<file path="src/rtl/dds_pkg.sv">
// Shared types and constants for the time-multiplexed DDS voice pipeline:
// pipeline state encoding, datapath widths and the tuning-update request record.
package dds_pkg;

  localparam int VOICE_W  = 8;
  localparam int TUNING_W = 32;
  localparam int PHASE_W  = 10;

  typedef enum logic [1:0] {
    ST_INC   = 2'd0,
    ST_CAPT  = 2'd1,
    ST_2     = 2'd2,
    ST_ISSUE = 2'd3
  } pipe_state_t;

  typedef struct packed {
    logic [VOICE_W-1:0]  voice;
    logic [TUNING_W-1:0] tuning;
  } dds_req_t;

endpackage

</file>
<file path="src/rtl/dds_req_fifo.sv">
// Synchronous circular-buffer FIFO of tuning requests. Pointers carry one extra
// wrap bit so full and empty are distinguished without a separate counter.
module dds_req_fifo
  import dds_pkg::*;
#(
  parameter int DEPTH = 4
) (
  input  logic                     clk,
  input  logic                     reset,
  input  logic                     push,
  input  logic                     pop,
  input  dds_req_t                 wdata,
  output dds_req_t                 rdata,
  output logic                     full,
  output logic                     empty,
  output logic [$clog2(DEPTH):0]   count
);

  localparam int AW = $clog2(DEPTH);

  dds_req_t    mem [DEPTH];
  logic [AW:0] wr_ptr;
  logic [AW:0] rd_ptr;
  logic        push_ok;
  logic        pop_ok;

  assign push_ok = push && !full;
  assign pop_ok  = pop && !empty;

  always_ff @(posedge clk) begin
    if (reset) begin
      wr_ptr <= '0;
      rd_ptr <= '0;
    end else begin
      if (push_ok) wr_ptr <= wr_ptr + 1'b1;
      if (pop_ok)  rd_ptr <= rd_ptr + 1'b1;
    end
  end

  // Storage needs no reset; only the pointers define which entries are live.
  always_ff @(posedge clk) begin
    if (push_ok) mem[wr_ptr[AW-1:0]] <= wdata;
  end

  assign rdata = mem[rd_ptr[AW-1:0]];
  assign count = wr_ptr - rd_ptr;
  assign empty = (wr_ptr == rd_ptr);
  assign full  = (wr_ptr[AW] != rd_ptr[AW]) && (wr_ptr[AW-1:0] == rd_ptr[AW-1:0]);

endmodule

</file>
<file path="src/rtl/dds_voice_scheduler.sv">
// Voice sequencer and SPI-update arbiter for the shared dds datapath.
// Define DDS_SCHED_FIFO_EN for a FIFO_DEPTH-entry request queue; otherwise a single holding register.
module dds_voice_scheduler
  import dds_pkg::*;
#(
  parameter int NUM_VOICES = 8,
  parameter int PHASE_LAG  = 2,
  parameter int FIFO_DEPTH = 4
) (
  input  logic                i_clk,
  input  logic                i_reset,
  input  logic                i_req_valid,
  output logic                o_req_ready,
  input  logic [VOICE_W-1:0]  i_req_voice,
  input  logic [TUNING_W-1:0] i_req_tuning,
  output logic [1:0]          o_pipeline_state,
  output logic [VOICE_W-1:0]  o_voice_index,
  output logic                o_spi_flag,
  output logic [VOICE_W-1:0]  o_spi_voice_index,
  output logic [TUNING_W-1:0] o_spi_tuning_code,
  input  logic [PHASE_W-1:0]  i_phase,
  output logic                o_phase_valid,
  output logic [VOICE_W-1:0]  o_phase_voice,
  output logic [PHASE_W-1:0]  o_phase,
  output logic                o_frame_start,
  output logic                o_drop
);

  localparam int CNT_W = $clog2(FIFO_DEPTH) + 1;
`ifdef DDS_SCHED_FIFO_EN
  localparam int QDEPTH = FIFO_DEPTH;
`else
  localparam int QDEPTH = 1;
`endif

  pipe_state_t         state_q, state_d;
  logic [VOICE_W-1:0]  voice_q, voice_d;

  always_ff @(posedge i_clk) begin
    if (i_reset) begin
      state_q <= ST_INC;
      voice_q <= '0;
    end else begin
      state_q <= state_d;
      voice_q <= voice_d;
    end
  end

  always_comb begin
    state_d = state_q;
    voice_d = voice_q;
    case (state_q)
      ST_INC: begin
        state_d = ST_CAPT;
        voice_d = (voice_q == VOICE_W'(NUM_VOICES - 1)) ? '0 : voice_q + 1'b1;
      end
      ST_CAPT:  state_d = ST_2;
      ST_2:     state_d = ST_ISSUE;
      ST_ISSUE: state_d = ST_INC;
      default:  state_d = ST_INC;
    endcase
  end

  assign o_pipeline_state = state_q;
  assign o_voice_index    = voice_q;
  assign o_frame_start    = (state_q == ST_CAPT) && (voice_q == '0);

  // Handshake: a request transfers on any clock edge where i_req_valid and
  // o_req_ready are both high; the source holds its payload until then.
  dds_req_t            req_in;
  dds_req_t            head;
  logic                accept;
  logic                in_range;
  logic                push;
  logic                pop;
  logic                q_full;
  logic                q_empty;
  logic [CNT_W-1:0]    occ;
  logic [CNT_W-1:0]    occ_next;

  assign req_in   = {i_req_voice, i_req_tuning};
  assign accept   = i_req_valid && o_req_ready;
  assign in_range = ({1'b0, i_req_voice} < 9'(NUM_VOICES));
  assign push     = accept && in_range && !q_full;
  // Issuing only from registered queue state means a same-cycle push is never issued.
  assign pop      = (state_q == ST_ISSUE) && !q_empty && !i_reset;
  assign occ_next = occ + CNT_W'(push) - CNT_W'(pop);

`ifdef DDS_SCHED_FIFO_EN
  dds_req_fifo #(
    .DEPTH (FIFO_DEPTH)
  ) u_req_fifo (
    .clk   (i_clk),
    .reset (i_reset),
    .push  (push),
    .pop   (pop),
    .wdata (req_in),
    .rdata (head),
    .full  (q_full),
    .empty (q_empty),
    .count (occ)
  );
`else
  dds_req_t hold_q;
  logic     hold_valid_q;

  always_ff @(posedge i_clk) begin
    if (i_reset) begin
      hold_valid_q <= 1'b0;
      hold_q       <= '0;
    end else if (push) begin
      hold_valid_q <= 1'b1;
      hold_q       <= req_in;
    end else if (pop) begin
      hold_valid_q <= 1'b0;
    end
  end

  assign head    = hold_q;
  assign q_full  = hold_valid_q;
  assign q_empty = !hold_valid_q;
  assign occ     = CNT_W'(hold_valid_q);
`endif

  dds_req_t           spi_q;
  logic [PHASE_W-1:0] phase_q;
  logic [VOICE_W-1:0] phase_voice_q;
  logic               phase_valid_q;
  logic               ready_q;
  logic               drop_q;
  logic [8:0]         lag_sum;
  logic [VOICE_W-1:0] phase_tag;

  // Bias by NUM_VOICES so the subtraction never goes negative before the modulo.
  assign lag_sum   = {1'b0, voice_q} + 9'(NUM_VOICES) - 9'(PHASE_LAG % NUM_VOICES);
  assign phase_tag = VOICE_W'(lag_sum % 9'(NUM_VOICES));

  always_ff @(posedge i_clk) begin
    if (i_reset) begin
      spi_q         <= '0;
      phase_q       <= '0;
      phase_voice_q <= '0;
      phase_valid_q <= 1'b0;
      ready_q       <= 1'b0;
      drop_q        <= 1'b0;
    end else begin
      if (pop) spi_q <= head;
      if (state_q == ST_CAPT) begin
        phase_q       <= i_phase;
        phase_voice_q <= phase_tag;
      end
      phase_valid_q <= (state_q == ST_CAPT);
      ready_q       <= (occ_next != CNT_W'(QDEPTH));
      drop_q        <= accept && !in_range;
    end
  end

  // The strobe cycle presents the head directly; afterwards the captured copy holds.
  assign o_spi_flag        = pop;
  assign o_spi_voice_index = pop ? head.voice  : spi_q.voice;
  assign o_spi_tuning_code = pop ? head.tuning : spi_q.tuning;
  assign o_req_ready       = ready_q;
  assign o_drop            = drop_q;
  assign o_phase           = phase_q;
  assign o_phase_voice     = phase_voice_q;
  assign o_phase_valid     = phase_valid_q;

endmodule

</file>
<file path="config.mk">
export PLATFORM = sky130hd
export DESIGN_NAME = dds_voice_scheduler
export DESIGN_NICKNAME = d
export VERILOG_FILES = /design/src/rtl/dds_pkg.sv /design/src/rtl/dds_req_fifo.sv /design/src/rtl/dds_voice_scheduler.sv
export SDC_FILE = /design/constraint.sdc
export NUM_CORES = 1
export LEC_CHECK = 0
export BUFFER_PORTS_ARGS = -buffer_cell sky130_fd_sc_hd__buf_4
export CORE_MARGIN = 2
export CORE_UTILIZATION = 25
export DETAILED_ROUTE_END_ITERATION = 12
export GPL_TIMING_DRIVEN = 0
export HOLD_SLACK_MARGIN = 0.05
export PLACE_DENSITY = 0.48
export SYNTH_ARGS = -nofsm -noshare
export SYNTH_HDL_FRONTEND = slang
export SYNTH_SLANG_ARGS = --single-unit
</file>
<file path="constraint.sdc">
create_clock -name i_clk -period 2.16 [get_ports i_clk]
set_input_delay 0.108 -clock i_clk [delete_from_list [all_inputs] [get_ports i_clk]]
set_output_delay 0.108 -clock i_clk [all_outputs]
set_load 0.02 [all_outputs]
</file>
==> summary.txt <==
Outcome
  • Outcome: completed

Drt
  • Drt pass-1 iters: 4
  • Via density: 4.11
  • Detail Route Antenna Nets: 0
  • WL final: around 11000 um
  • DR vias: 3426
  • Wire per inst: 13.2 um
  • DR DRC count: 0
  • DR iter-0 viols: 66

Place
  • DP Area: 5670 um2
  • Dpl hpwl: ~8000 um
  • # port buffers: 120
  • Placer Congestion: 0.744
  • DP Cell Count: slightly below 800
  • Pre-CTS WS: -0.166 ns

Timing
  • Crit path time final: 2.10 ns
  • Final Worst Setup Slack: ~0.063 ns
  • Final setup viols: 0
  • Period utilization: 97.1%
  • Slew Limit Fails: 0
  • Clk_skew: 0.00799 ns
  • Total Neg Setup Slack: 0 ns
  • Final Hold Viols: 0
  • Fmax: 477 MHz
  • Headroom to the max-slew limit: 54.9%
  • Actual slew at the worst max-slew pin: 0.671 ns
  • RSZ-0062 raised after global routing: yes

Global routing
  • Met3 usage: under 10%
  • Vias in the first global route: 3467
  • Met2 Usage GRT: 19.7%
  • Initial antenna violation count: 0
  • Global-route wire length before repair: about 17000 um
  • Remaining global-route overflow: 0
  • Largest net degree at the start of global routing: 19
  • GR peak layer: met2
  • Global Route Usage Sum: a little under an eighth
  • Met1 usage: between 10% and 20%

Floorplan
  • Die Area: ~19000 um2
  • Initial core utilization: 25.7%
  • Std cell rows: 48
  • Number of I/O pins: 126
  • Chip Height: between 100 and 150 um
  • Horiz. Die Dim: 138 um
  • Core Area: ~17000 um2

Min path
  • Hold path depth: 3
  • Min-Delay Path Class: input port to register

Synth
  • Cells after Synth: around 420
  • Synth top cells by count: 107 x dfxtp_1, 70 x nand2b_1, 48 x mux2i_1
  • Number of synthesized flops with an enable pin: 0
  • Asr flop ratio synth: 0%
  • Largest cells by area after synthesis: dfxtp_1 48%, mux2i_1 11%, mux2_2 10%
  • Syn avg cell area: 10.6 um2
  • Sequential area share after synthesis: 47.9%
  • Leading area contributor after synthesis: dfxtp_1
  • Post-synthesis cell type count: 32
  • Synth Flop Type: dfxtp_1
  • Most numerous cell in the Yosys netlist: dfxtp_1
  • Synthesis-stage register bit count: 107
  • Synth top area share: 47.9%
  • Post-synth design cell area: 4470 um2
  • YS warnings: 0

Critical path
  • R2R depth: 11
  • Crit path largest cell delay: 0.39 ns
  • Worst endpoint required time: 2.05 ns
  • Largest fanout on the critical path: 10
  • Crit-path slowest cell: mux2_2
  • Crit path cell chain: ha_1 -> nand3b_1 -> buf_4 -> buf_2 -> mux2_2 -> buf_4
  • Top delay family on crit path: buffers and inverters
  • CP dominant cell by count: buf_4
  • Startpoint Class: register
  • Critical path type: register to output port
  • WP data arrival: 1.99 ns
  • Kind of end point of the critical path: output port
  • Buffers and inverters on the worst path: 3
  • Levels on crit path: 6

Final layout
  • Area Overhead vs Synth: 45.2%
  • Post-layout net count: 667
  • Share of layout cells above drive strength 1: ~32%
  • Final instance area: 6500 um2
  • Finished Layout Cells: between 800 and 900
  • Antenna Cells: 0

Power and ir drop
  • Cell Pwr Density: 750 nW/um2
  • Leak pwr: approximately 2.8 nW
  • Worst vdd ir: 0.000619 V

Clocking
  • Worst-Skew Late Latency: 0.35 ns
  • TritonCTS clock tree: yes
  • H-tree depth: 3
  • Worst-path clk slew: roughly 0.07 ns
  • Root Buffer: clkbuf_16
  • Buffer depth of the longest clock path: 2
  • CTS Sinks: 107
  • CTS buffer count: 9

Run
  • Max-cap violation count: 0
-- registers in the layout (all words and copies together) (netlist names) --
register          cells
spi_q                40
o_req_ready           1
head                 40
o_phase              10
o_phase_valid         1
o_pipeline_state      2
o_drop                1
hold_valid_q          1
o_phase_voice         3
o_voice_index         8
-- report_power, final --
group	switching (W)	internal, W	leakage, nW	total (W)
logic	0.000408	0.000418	1.73	0.000826
registers	0.0000791	0.00206	0.865	0.00214
clock network	0.000767	0.00114	0.163	0.00191
-- timing repair --
item | in CTS | in global routing
resized for setup | 2 | 3
cloned | 0 | 0
hold endpoints to repair | 46 | 0
setup buffers | 1 | 0
hold buffers | 46 | 0
endpoints found under the setup margin | 41 | 32
pin swaps | 0 | 0
-- worst reg2reg max path, stage by stage, from the launching register on --
cell      delay [ns]
dfxtp_1         0.35
ha_1            0.23
nand3b_1        0.09
buf_4           0.15
buf_6           0.16
inv_1           0.09
ha_1            0.28
inv_1           0.05
ha_1            0.12
inv_1           0.04
ha_1            0.26
a31oi_1         0.15
-- worst paths after layout --
check                           slack, ns                     end                      startpoint
worst max register to register       0.13  o_req_ready$_SDFF_PP0_  o_pipeline_state[0]$_SDFF_PP0_
worst min register to register       0.47   head[21]$_SDFFE_PP0P_           head[21]$_SDFFE_PP0P_
worst min-delay path                 0.09       o_drop$_SDFF_PP0_                     i_req_valid
worst max-delay path                 0.06   o_spi_tuning_code[11]  o_pipeline_state[0]$_SDFF_PP0_
-- stage by stage --
stage / hold slack, ns / util [%] / power (W)
global route: 0.0746 / 37.3 / 0.00510
detailed placement: 0.351 / 32.6 / 0.00294
finish: 0.0850 / 37.3 / 0.00487
global placement: 0.342 / 32.6 / 0.00294
floorplan: 0.255 / - / 0.00263
CTS: 0.0646 / 37.2 / 0.00496
-- cells in the final DEF (no fill, tap or decap), types with 9 or more instances in the layout --
cell type	instances
buf_4	127
dfxtp_1	107
nand2b_1	70
mux2i_1	48
dlygate4sd3_1	46
nor2b_1	42
mux2_2	40
nor2_1	23
clkbuf_1	16
ha_1	10
inv_1	9
clkbuf_16	9
-- cell families (layout without fill, tap and decap cells) --
| group | Yosys count | in the layout | synth area share, % |
|---|---|---|---|
| and+or+nand+nor | 160 | 160 | 21.3 |
| DFF | 107 | 107 | 47.9 |
| other | 1 | 5 | 0.0838 |
| AOI/OAI and AO/OA | 10 | 10 | 1.40 |
| buffers and inverters | 41 | 223 | 4.73 |
| adders and majority gates | 11 | 11 | 3.08 |
| xor gates and xnor gates | 4 | 4 | 0.783 |
| muxes | 88 | 88 | 20.8 |
-- area by class of cell --
type | instances | area (um2)
plain buffers | 31 | 184
clock buffers | 9 | 225
clock inverters | 7 | 123
fillers | 1764 | 10900
inverters | 9 | 33.8
multi-input cells | 278 | 2140
flip-flops and latches | 107 | 2140
well taps | 225 | 282
repair buffers | 167 | 1370
-- metal layers --
layer | vias up | share of wire [%]
li1 | 1739 | -
met1 | 1586 | 45
met2 | 89 | 47
met3 | 12 | 6.7
met4 | 0 | 1.6
met5 | - | 0
No activity file was read; power rests on OpenSTA's default activity.
